File: src/rtl/ysyx_25060173_mem_pkg.sv
`default_nettype none
// ============================================================================
// Module   : ysyx_25060173_mem_pkg
// Brief    : Shared types and constants for the physical-memory arbiter.
// Revision : 1.0 - initial release
// ============================================================================
package ysyx_25060173_mem_pkg;

    typedef enum logic [1:0] {
        IDLE = 2'd0,
        REQ  = 2'd1,
        WAIT = 2'd2
    } state_t;

    localparam logic REQ_IFU = 1'b0;
    localparam logic REQ_LSU = 1'b1;

    localparam int DEFAULT_ADDR_W = 32;
    localparam int DEFAULT_DATA_W = 32;

endpackage
`default_nettype wire

File: src/rtl/ysyx_25060173_rr_picker.sv
`default_nettype none
// ============================================================================
// Module   : ysyx_25060173_rr_picker
// Brief    : Two-way round-robin selector; bit 0 = IFU, bit 1 = LSU.
// Revision : 1.0 - initial release
// ============================================================================
module ysyx_25060173_rr_picker
    import ysyx_25060173_mem_pkg::*;
(
    input  logic [1:0] valid,
    input  logic       last,
    output logic [1:0] grant
);

    always_comb begin
        grant = 2'b00;
        if (valid == 2'b11) begin
            // On a tie, the requester that was not served last time wins.
            grant = (last == REQ_LSU) ? 2'b01 : 2'b10;
        end else begin
            grant = valid;
        end
    end

endmodule
`default_nettype wire

File: src/rtl/ysyx_25060173_pmem_arbiter.sv
`default_nettype none
// ============================================================================
// Module   : ysyx_25060173_pmem_arbiter
// Brief    : Round-robin IFU/LSU arbiter for the single physical-memory port,
//            one outstanding transaction, with a response watchdog.
// Revision : 1.0 - initial release
// ============================================================================
module ysyx_25060173_pmem_arbiter
    import ysyx_25060173_mem_pkg::*;
#(
    parameter int ADDR_W         = DEFAULT_ADDR_W,
    parameter int DATA_W         = DEFAULT_DATA_W,
    parameter int TIMEOUT_CYCLES = 255
) (
    input  logic                clk,
    input  logic                reset,
    input  logic                ifu_req_valid,
    output logic                ifu_req_ready,
    input  logic [ADDR_W-1:0]   ifu_addr,
    output logic                ifu_resp_valid,
    output logic [DATA_W-1:0]   ifu_rdata,
    output logic                ifu_resp_err,
    input  logic                lsu_req_valid,
    output logic                lsu_req_ready,
    input  logic                lsu_we,
    input  logic [ADDR_W-1:0]   lsu_addr,
    input  logic [DATA_W-1:0]   lsu_wdata,
    input  logic [DATA_W/8-1:0] lsu_wmask,
    output logic                lsu_resp_valid,
    output logic [DATA_W-1:0]   lsu_rdata,
    output logic                lsu_resp_err,
    output logic                mem_req_valid,
    input  logic                mem_req_ready,
    output logic                mem_we,
    output logic [ADDR_W-1:0]   mem_addr,
    output logic [DATA_W-1:0]   mem_wdata,
    output logic [DATA_W/8-1:0] mem_wmask,
    input  logic                mem_resp_valid,
    input  logic [DATA_W-1:0]   mem_rdata,
    input  logic                mem_resp_err,
    output logic                busy
);

    localparam int                c_mask_w    = DATA_W / 8;
    localparam int                c_wdog_w    = $clog2(TIMEOUT_CYCLES + 1);
    localparam logic [c_wdog_w-1:0] c_wdog_last = c_wdog_w'(TIMEOUT_CYCLES - 1);
    localparam logic [c_wdog_w-1:0] c_wdog_max  = '1;

    state_t              r_state;
    logic                r_owner;
    logic                r_last_grant;
    logic                r_we;
    logic [ADDR_W-1:0]   r_addr;
    logic [DATA_W-1:0]   r_wdata;
    logic [c_mask_w-1:0] r_wmask;
    logic [c_wdog_w-1:0] r_wdog;

    logic [1:0]          w_grant;
    logic                w_idle;
    logic                w_accept;
    logic                w_win_lsu;
    logic                w_resp_fire;
    logic                w_resp_err;
    logic [DATA_W-1:0]   w_resp_rdata;

    ysyx_25060173_rr_picker u_picker (
        .valid (  {lsu_req_valid, ifu_req_valid}),
        .last  (r_last_grant),
        .grant (w_grant)
    );

    // Ready is held low while reset is asserted so every output reads 0.
    assign w_idle        = reset && (r_state == IDLE);
    assign ifu_req_ready = w_idle && w_grant[0];
    assign lsu_req_ready = w_idle && w_grant[1];
    assign w_accept      = ifu_req_ready || lsu_req_ready;
    assign w_win_lsu     = w_grant[1];

    assign mem_req_valid = (r_state == REQ);
    assign mem_we        = r_we;
    assign mem_addr      = r_addr;
    assign mem_wdata     = r_wdata;
    assign mem_wmask     = r_wmask;
    assign busy          = (r_state != IDLE);

    // A real response in the timeout cycle takes priority over the watchdog.
    assign w_resp_fire  = (r_state == WAIT) && (mem_resp_valid || (r_wdog == c_wdog_last));
    assign w_resp_err   = mem_resp_valid ? mem_resp_err : 1'b1;
    assign w_resp_rdata = (mem_resp_valid && !r_we) ? mem_rdata : '0;

    always_ff @(posedge clk) begin
        if (!reset) begin
            r_state        <= IDLE;
            r_owner        <= REQ_IFU;
            r_last_grant   <= REQ_LSU;
            r_we           <= 1'b0;
            r_addr         <= '0;
            r_wdata        <= '0;
            r_wmask        <= '0;
            r_wdog         <= '0;
            ifu_resp_valid <= 1'b0;
            ifu_rdata      <= '0;
            ifu_resp_err   <= 1'b0;
            lsu_resp_valid <= 1'b0;
            lsu_rdata      <= '0;
            lsu_resp_err   <= 1'b0;
        end else begin
            ifu_resp_valid <= 1'b0;
            lsu_resp_valid <= 1'b0;
            case (r_state)
                IDLE: begin
                    if (w_accept) begin
                        r_owner      <= w_win_lsu ? REQ_LSU : REQ_IFU;
                        r_last_grant <= w_win_lsu ? REQ_LSU : REQ_IFU;
                        r_we         <= w_win_lsu ? lsu_we : 1'b0;
                        r_addr       <= w_win_lsu ? lsu_addr : ifu_addr;
                        r_wdata      <= w_win_lsu ? lsu_wdata : '0;
                        r_wmask      <= w_win_lsu ? lsu_wmask : '0;
                        r_state      <= REQ;
                    end
                end
                REQ: begin
                    if (mem_req_ready) begin
                        r_wdog  <= '0;
                        r_state <= WAIT;
                    end
                end
                WAIT: begin
                    if (w_resp_fire) begin
                        if (r_owner == REQ_LSU) begin
                            lsu_resp_valid <= 1'b1;
                            lsu_rdata      <= w_resp_rdata;
                            lsu_resp_err   <= w_resp_err;
                        end else begin
                            ifu_resp_valid <= 1'b1;
                            ifu_rdata      <= w_resp_rdata;
                            ifu_resp_err   <= w_resp_err;
                        end
                        r_state <= IDLE;
                    end else if (r_wdog != c_wdog_max) begin
                        r_wdog <= r_wdog + 1'b1;
                    end
                end
                default: r_state <= IDLE;
            endcase
        end
    end

endmodule
`default_nettype wire

File: config.mk
export PLATFORM = sky130hd
export DESIGN_NAME = ysyx_25060173_pmem_arbiter
export DESIGN_NICKNAME = d
export VERILOG_FILES = /design/src/rtl/ysyx_25060173_mem_pkg.sv /design/src/rtl/ysyx_25060173_rr_picker.sv /design/src/rtl/ysyx_25060173_pmem_arbiter.sv
export SDC_FILE = /design/constraint.sdc
export NUM_CORES = 1
export LEC_CHECK = 0
export BUFFER_PORTS_ARGS = -buffer_cell sky130_fd_sc_hd__buf_2
export CAP_MARGIN = 25
export CORE_MARGIN = 2
export CORE_UTILIZATION = 40
export DETAILED_ROUTE_END_ITERATION = 12
export PLACE_DENSITY = 0.77
export SLEW_MARGIN = 20
export SYNTH_ARGS = -nofsm -noshare
export SYNTH_HDL_FRONTEND = slang
export SYNTH_SLANG_ARGS = --single-unit
File: constraint.sdc
create_clock -name clk -period 2.21 [get_ports clk]
set_input_delay 0.1105 -clock clk [delete_from_list [all_inputs] [get_ports clk]]
set_output_delay 0.1105 -clock clk [all_outputs]
set_load 0.005 [all_outputs]
==> results of run 1 <==
==> cell usage in the layout (no fill, tap or decap), drive strengths merged, types with 2 or more instances in the layout <==
cell,instances
o32ai,3
clkinvlp,3
clkbuf,20
a211oi,32
o21ai,7
a21oi,5
mux2i,96
clkinv,5
nand3,3
ha,2
o31ai,2
nor3b,2
nor2b,2
dlygate4sd3,69
buf,294
dfxtp,149
nand3b,2
and3,4
a22oi,37
inv,7
and2,2
nand2b,3
a311oi,3
nand2,111
nor2,77
o311ai,4
diode,3
==> metrics by stage <==
step / setup WS [ps] / cells / power [uW]
after floorplan: 619 / 612 / 3300
after global placement: 416 / 1042 / 3600
after detailed placement: 300 / 1042 / 3610
after CTS: 138 / 1142 / 6390
after global routing: 36.2 / 1143 / 6620
final: 150 / 1145 / 6350
==> synthesized netlist by cell type, drive strengths merged, types with 3 or more instances <==
master    n
o21ai     7
nand2   111
o32ai     3
clkbuf   15
nand2b    3
buf      31
inv       5
nand3     3
a211oi   32
and3      4
mux2i    96
a22oi    37
a21oi     5
o311ai    4
nor2     77
a311oi    3
dfxtp   149
==> power groups by stage <==
stage	Sequential (uW)	Clock, uW	Combinational, uW
5_1_grt	2870	2850	899
4_1_cts	2850	2730	802
6_report	2860	2670	817
3_3_place_gp	2910	0	695
3_5_place_dp	2910	0	706
2_1_floorplan	2910	0	392
==> tightest hold or removal path, cell delays in order <==
cell	delay, ps
buf_2	90
mux2i_1	110
a211oi_1	80
==> layout make-up <==
class                      count  share of cell area (%)
sequential                   149                    34.4
multi-input combinational    410                    30.7
timing repair buffer         363                    25.6
clock buffer                  20                    5.04
tap                          184                    2.66
clock inverter                11                    1.21
inverter                       5                   0.217
antenna                        3                  0.0866
==> what timing repair did <==
item / CTS / global route
setup buffers: 0 / 0
gates resized for setup: 1 / 0
endpoints found under the hold margin: 99 / 0
hold buffers: 69 / 0
setup endpoints to repair: 1 / 0
==> cells by family after synthesis <==
logic type / count (synthesis) / synth area share [%]
AO/OA/AOI/OAI: 102 / 12.8
multiplexers: 96 / 16.1
flip-flops: 149 / 49.9
adder cells (fa/ha/maj): 2 / 0.419
AND/OR/NAND/NOR: 210 / 14.8
buffers and inverters: 53 / 5.93
==> routing by layer <==
metal,wire (um),up-vias
met5,0,-
li1,-,2802
met2,8990,283
met4,799,0
met3,1430,54
met1,7120,2693
==> state kept, by name (all words and copies together) (netlist names), 2 cells and up <==
register	flops
ifu_rdata	32
lsu_rdata	32
mem_addr	32
mem_wdata	32
r_wdog	8
mem_wmask	4
r_state	2
==> final timing paths <==
check,startpoint,to,slack (ps),depth (start not counted)
hold reg to reg,ifu_rdata[7]$_SDFFE_PN0P_,ifu_rdata[7]$_SDFFE_PN0P_,450,2
setup reg to reg,r_wdog[0]$_SDFFE_PN0P_,lsu_rdata[10]$_SDFFE_PN0P_,410,7
hold / removal,ifu_addr[13],mem_addr[13]$_SDFFE_PN0P_,30,3
setup / recovery,r_state[1]$_SDFFE_PN0P_,lsu_req_ready,150,4
==> out/results.ini, run 1 <==
[outcome]
status = finished clean

[power_and_ir_drop]
intPower_uw = 4740
sw_frac_of_total_pct = 25.2
switching_power_uw = 1600
power.leakage_uw = 0.00412
pwr_density_cell_mw_per_mm2 = 732
power_frac_seq_pct = 45.0
p_clk_share_pct = 42.1
comb_power_share_pct = 12.9
max-vdd-ir-drop_v = 0.000495

[timing]
clock.fmax_mhz = 485
drv_slew = 0
whs_ps = 31.5
finalCritPeriodShare_pct = 93.2
fin_worst_skew_ps = 12.6
maxSlewHeadroom_pct = 57.3
hold_viol = 0
min_period_ps = 2060
worstMarginPinSlew_ps = 641
setup_violations = 0
grt_setup_unrepaired = false
tns_ps = 0

[synthesis]
syn_area_sq_mm = 0.00597
syn_inst = 612
syn-num-nets = 754
synth_area_leaders = dfxtp_1 (50%), mux2i_1 (16%), nand2_1 (6.9%)
synth-seq-area-share_pct = 49.9
synth_edf_count = 0
ys.warnings.count = 0
ys_types = 45
syn_avg_cell_area_sq_um = 9.76
synthArstFlopShare_pct = 0
synth_ff_type = dfxtp_1
synth_top_area_share_pct = 49.9
ys_ff_latch = 149
synth_top_area_cell = dfxtp_1

[floorplanning]
num_rows = 44
die_h_um = 126
io_pins = 281
start_util_pct = 41.1
die_area_sq_mm = 0.0159
die_w_um = 126
core_sq_mm = 0.0145

[cells_and_area]
utilization_pct = 59.6
multi_input_area_sq_mm = 0.00266
finish.instance_area_sq_mm = 0.00867
seq_area_sq_mm = 0.00298
fill_cells = 1215
syn2layout_area_growth_pct = 45.1
layout-drive-gt1-share_pct = 35.3
final_nets = 1088

[grt]
met3_usage_pct = 7.86
grt_pass1_vias = 5852
grt_util_all_layers_pct = 23.2
grt_start_max_net_pins = 65
grt_busiest_layer = met2
antenna_found_initial = 3
use_met1_pct = 24.8
grt_use_met2_pct = 39.8
grt_pass1_wl_mm = 29.3
overflow = 0

[placed_design]
gp_congestion = 0.826
port_buffers = 280
place_area_sq_mm = 0.00742
dpl.hpwl_mm = 11.9

[worst_setup_path]
cp_max_fo = 38
required_ps = 2100
worst-endpoint-arrival_ps = 1950
crit_type = flop to primary output
cpLargestDelayFamily = simple AND/OR/NAND/NOR gates
worstSetupEndpointType = primary output
crit_chain = nor3b_2, and2_1, buf_4, buf_2
cp_slowest_cell = dfxtp_1
setup.worst_path.start_class = flop
max_stage_delay_ps = 400
worst-path-buf-inv = 2

[detailed_routing]
ant_nets = 0
vias = 5832
drc_errors = 0
routed_wl_mm = 18.3
wire_per_inst_um = 16.0
drt_iter0_markers = 287
viasPerCell = 5.09
dr.pass1.iters = 4

[clock_network]
cts_buffer_depth = 2
htreeDepth = 4
cts_made_buffers = 17
cts_tree = built
root_buffer = clkbuf_16
insertion_delay_ps = 420
clock-sinks = 149
clkTransAtPathRegs_ps = 60

[flow_run]
maxCapViolCount = 0

[min_path]
hp-class = input port to flop

Power figures use the tool's default switching activity.
==> inputs of run 2 (changes only) <==
ABC_AREA = 1   (was not set)
GPL_TIMING_DRIVEN = 0   (was not set)
==> out/results.ini, run 2 <==
[outcome]
status = finished clean

[grt]
grt_start_max_net_pins = 17
antenna_found_initial = 1
grt_pass1_vias = 6288
grt_util_all_layers_pct = 23.4
grt_pass1_wl_mm = 30.5
overflow = 0

[clock_network]
root_buffer = clkbuf_16
clkTransAtPathRegs_ps = 60
cts_tree = built
cts_buffer_depth = 2
cts_resized = 0
cts_made_buffers = 17
htreeDepth = 4
insertion_delay_ps = 430
clock-sinks = 149

[power_and_ir_drop]
power_frac_seq_pct = 43.9
max-vdd-ir-drop_v = 0.000523
comb_power_share_pct = 13.4
intPower_uw = 4760
sw_frac_of_total_pct = 27.3
pwr_density_cell_mw_per_mm2 = 738
p_clk_share_pct = 42.7
switching_power_uw = 1780
power.leakage_uw = 0.00442

[synthesis]
syn_area_sq_mm = 0.00618
synth_ff_type = dfxtp_1
synth_edf_count = 0
synth_top_area_cell = dfxtp_1
ys_ff_latch = 149
synth-seq-area-share_pct = 48.2
synth_area_leaders = dfxtp_1 (48%), nand2_1 (17%), a21oi_1 (9.1%)
synthArstFlopShare_pct = 0
synth_common_cells = nand2_1 (287), dfxtp_1 (149), a21oi_1 (112), nor2_1 (101), inv_1 (92)
syn_inst = 892
syn_avg_cell_area_sq_um = 6.93
ys_types = 26
synth_top_area_share_pct = 48.2
syn-num-nets = 1034
synth.most_common_cell = nand2_1
ys.warnings.count = 0

[cells_and_area]
final_cell_mix = buf_2 (297), nand2_1 (287), dfxtp_1 (149)
final_nets = 1380
syn2layout_area_growth_pct = 43.3
finish.instance_area_sq_mm = 0.00886
fin_cells = 1440
mostFrequentLayoutCell = buf_2
fill_cells = 1398
layout-drive-gt1-share_pct = 28.0

[floorplanning]
io_pins = 281
num_rows = 45
die_w_um = 128
start_util_pct = 40.8
die_area_sq_mm = 0.0165
core_sq_mm = 0.0151
die_h_um = 128

[timing]
setup_violations = 0
grt_setup_unrepaired = false
clock.fmax_mhz = 550
fin_worst_skew_ps = 9.16
tns_ps = 0
min_period_ps = 1820
hold_viol = 0
drv_slew = 0
maxSlewHeadroom_pct = 59.5
finalCritPeriodShare_pct = 82.3
worstMarginPinSlew_ps = 607

[worst_setup_path]
worstSetupEndpointType = flop
crit_type = flop to flop
setup.worst_path.start_class = flop
cp_max_fo = 10
worst-path-buf-inv = 3
required_ps = 2560
crit_chain = inv_1, ha_1, inv_1, nor2_1, nand2_1, nand2_4, nand3_4, clkbuf_1, nand2_1, a21oi_1
max_stage_delay_ps = 380
cpLargestDelayFamily = buffers and inverters
worst-endpoint-arrival_ps = 2170
cp_slowest_cell = dfxtp_1

[min_path]
hp-class = input port to flop

[placed_design]
place_area_sq_mm = 0.00782
port_buffers = 280
dp_cells = 1360
gp_congestion = 0.884
dpl.hpwl_mm = 14.0

[detailed_routing]
viasPerCell = 4.76
routed_wl_mm = 19.7
ant_nets = 0
wire_per_inst_um = 13.7
drt_iter0_markers = 348
vias = 6848
drc_errors = 0
dr.pass1.iters = 5

[flow_run]
maxCapViolCount = 0

-- run 2: cell count changes after synthesis, sizes merged, moves of 8 or more --
| cell | previous run | this run |
|---|---|---|
| a211oi | 32 | 0 |
| a21oi | 5 | 112 |
| a22oi | 37 | 0 |
| clkbuf | 15 | 24 |
| inv | 5 | 97 |
| mux2i | 96 | 0 |
| nand2 | 111 | 289 |
| nand3 | 3 | 11 |
| nor2 | 77 | 104 |
| o21ai | 7 | 66 |
-- run 2: layout make-up --
type                       count  area, sq um  area share (%)
antenna                        1         2.50          0.0282
buffer                        51          265            2.99
clock buffer                  18          429            4.84
clock inverter                14          139            1.57
inverter                      99          374            4.22
multi-input combinational    593         2560            28.9
sequential                   149         2980            33.7
tap                          188          235            2.65
timing repair buffer         327         1870            21.1
-- run 2: worst paths after layout --
check	depth (start not counted)	from	slack, ps	endpoint
max	10	r_wdog[0]$_SDFFE_PN0P_	390	lsu_rdata[10]$_SDFFE_PN0P_
min	5	mem_rdata[11]	20	ifu_rdata[11]$_SDFFE_PN0P_
max reg2reg	10	r_wdog[0]$_SDFFE_PN0P_	390	lsu_rdata[10]$_SDFFE_PN0P_
min reg2reg	2	ifu_resp_err$_SDFFE_PN0P_	450	ifu_resp_err$_SDFFE_PN0P_
-- run 2: cell families (layout without fill, tap and decap cells) --
family | count (synthesis) | after routing | synth area share (%)
buffers and inverters | 150 | 509 | 10.3
adder cells (fa/ha/maj) | 2 | 2 | 0.405
AND/OR/NAND/NOR | 409 | 409 | 26.1
XOR/XNOR | 1 | 1 | 0.142
AO/OA/AOI/OAI | 181 | 181 | 14.8
flip-flops | 149 | 149 | 48.2
other | 0 | 1 | 0
-- run 2: per-layer routing --
metal | GRT usage, % | part of all wire (%) | up-vias
met5 | 0 | 0 | -
met4 | 8.73 | 2.1 | 0
met3 | 5.88 | 7.9 | 33
met2 | 40.5 | 48 | 293
met1 | 28.2 | 41 | 3061
li1 | - | - | 3461
-- run 2: what timing repair did --
action / CTS / global route
endpoints found under the setup margin: 0 / 0
setup buffers: 0 / 0
hold endpoints to repair: 56 / 0
hold buffers: 47 / 0
-- run 2: stage by stage --
step,hold slack (ps),power (uW),worst slack [ps],utilization (%)
finish,15.0,6540,391,58.5
global route,18.2,6810,157,58.5
CTS,8.52,6570,384,58.5
detailed placement,310,3730,398,51.6
global placement,308,3720,471,51.6
floorplan,200,3340,720,-
-- run 2: worst min-delay path: cells and delay by family --
family	cells	cell delay [ps]
and+or+nand+nor	2	110
buffers and inverters	2	130
AOI/OAI and AO/OA	1	50
-- run 2: power groups by stage --
stage	registers, uW	logic, uW	clock network (uW)
4_1_cts	2870	872	2830
3_5_place_dp	2930	805	0
3_3_place_gp	2930	799	0
6_report	2870	876	2790
2_1_floorplan	2930	403	0
5_1_grt	2880	976	2950
==> inputs of run 3 (changes only) <==
ABC_AREA = 0   (was 1)
clock period = 1.9 ns   (was 2.21 ns; I/O delays follow)
==> out/results.ini, run 3 (synthesized netlist as in run 1, its figures left out) <==
[placed_design]
dpl.hpwl_mm = 13.5
place_area_sq_mm = 0.00760
port_buffers = 279
gp_congestion = 0.911

[clock_network]
clkTransAtPathRegs_ps = 70
clock-sinks = 149
htreeDepth = 4
insertion_delay_ps = 420
cts_tree = built
root_buffer = clkbuf_16
cts_buffer_depth = 2
cts_made_buffers = 17

[floorplanning]
die_area_sq_mm = 0.0159
start_util_pct = 41.1
die_h_um = 126
core_sq_mm = 0.0145
io_pins = 281
die_w_um = 126
num_rows = 44

[timing]
grt_setup_unrepaired = true
setup_violations = 0
finalCritPeriodShare_pct = 96.7
maxSlewHeadroom_pct = 48.8
worstMarginPinSlew_ps = 762
clock.fmax_mhz = 544
fin_worst_skew_ps = 11.3
drv_slew = 0
hold_viol = 0
min_period_ps = 1840

[worst_setup_path]
cpLargestDelayFamily = buffers and inverters
worst-path-buf-inv = 3
crit_type = flop to flop
cp_max_fo = 8
max_stage_delay_ps = 370
worstSetupEndpointType = flop
cp_slowest_cell = dfxtp_4
setup.worst_path.start_class = flop
required_ps = 2240
crit_chain = inv_4, ha_4, nand3b_1, o32ai_2, and2_1, buf_6, buf_12, mux2i_1
worst-endpoint-arrival_ps = 2180

[cells_and_area]
utilization_pct = 62.3
final_nets = 1126
finish.instance_area_sq_mm = 0.00905
fill_cells = 1155
syn2layout_area_growth_pct = 51.6
mostFrequentLayoutCell = buf_2
layout-drive-gt1-share_pct = 36.1
final_cell_mix = buf_2 (292), dfxtp_1 (147), nand2_1 (110)

[grt]
grt_pass1_wl_mm = 30.9
antenna_found_initial = 3
grt_pass1_vias = 6216
grt_util_all_layers_pct = 24.5
overflow = 0
grt_start_max_net_pins = 17

[outcome]
status = finished clean

[flow_run]
maxCapViolCount = 0

[power_and_ir_drop]
power_frac_seq_pct = 42.4
power.total_uw = 7820
power.leakage_uw = 0.00432
switching_power_uw = 2070
p_clk_share_pct = 44.5
intPower_uw = 5750
pwr_density_cell_mw_per_mm2 = 863
sw_frac_of_total_pct = 26.4
comb_power_share_pct = 13.1
max-vdd-ir-drop_v = 0.000710

[detailed_routing]
dr.pass1.iters = 5
drc_errors = 0
viasPerCell = 5.12
vias = 6062
wire_per_inst_um = 17.1
ant_nets = 0
drt_iter0_markers = 314
routed_wl_mm = 20.2

[min_path]
hp-class = input port to flop

==> run 3: changes by cell type in the layout (fill, tap and decap cells not counted), moves of 6 or more <==
cell | previous run | this run
nand3_1 | 9 | 3
mux2i_1 | 0 | 96
dlygate4sd3_1 | 47 | 70
a211oi_1 | 0 | 32
a22oi_1 | 0 | 37
clkbuf_1 | 25 | 15
nand2_1 | 287 | 110
a21oi_1 | 112 | 5
buf_12 | 0 | 6
inv_1 | 92 | 4
o21ai_0 | 66 | 7
nor2_1 | 101 | 77
buf_4 | 0 | 10
==> run 3: layout make-up <==
cell class / instances / area (sq um) / share of cell area (%)
well taps: 184 / 230 / 2.54
plain buffers: 48 / 357 / 3.94
diodes: 3 / 7.51 / 0.0829
flip-flops and latches: 149 / 2990 / 33.0
inverters: 5 / 21.3 / 0.235
clock buffers: 17 / 425 / 4.70
clock inverters: 15 / 188 / 2.07
repair buffers: 353 / 2180 / 24.1
multi-input cells: 410 / 2660 / 29.4
==> run 3: metal layers <==
metal  part of all wire (%)  GRT usage [%]  up-vias
li1                       -              -     2885
met1                     38           25.7     2831
met2                     51           44.0      283
met3                    7.3           7.18       63
met4                    4.2           12.9        0
met5                      0              0        -
==> run 3: worst min-delay path: stages <==
cell,delay (ps)
buf_2,90
mux2i_1,110
a211oi_1,80
==> run 3: path summary, 6_finish.rpt <==
path                         startpoint  cells after the start  slack (ps)                          to
max              r_wdog[0]$_SDFFE_PN0P_                      8          60  ifu_rdata[26]$_SDFFE_PN0P_
min                        ifu_addr[11]                      3          20   mem_addr[11]$_SDFFE_PN0P_
max reg2reg      r_wdog[0]$_SDFFE_PN0P_                      8          60  ifu_rdata[26]$_SDFFE_PN0P_
min reg2reg  ifu_rdata[10]$_SDFFE_PN0P_                      2         450  ifu_rdata[10]$_SDFFE_PN0P_
==> run 3: stage by stage <==
stage / hold slack (ps) / TNS (ps) / instances / setup slack [ps]
global route: 19.7 / -22.8 / 1183 / -12.0
detailed placement: 351 / -342 / 1075 / -38.8
global placement: 341 / -87.1 / 1075 / -12.7
CTS: 3.05 / 0 / 1177 / 15.1
finish: 15.0 / 0 / 1184 / 63.0
floorplan: 231 / 0 / 612 / 309
==> run 3: timing repair <==
action                                  CTS  global route
gates resized for setup                   2            12
pin swaps                                 0             3
buffers inserted                          0             1
endpoints found under the hold margin   101             0
hold buffers                             70             0
endpoints found under the setup margin   20            33
cloned                                    0             3
==> run 3: power groups by stage <==
stage | Combinational, uW | Sequential [uW] | Clock, uW
after floorplan | 456 | 3390 | 0
after global placement | 854 | 3380 | 0
after detailed placement | 866 | 3380 | 0
after CTS | 985 | 3320 | 3530
after global routing | 1110 | 3330 | 3680
final | 1020 | 3320 | 3480
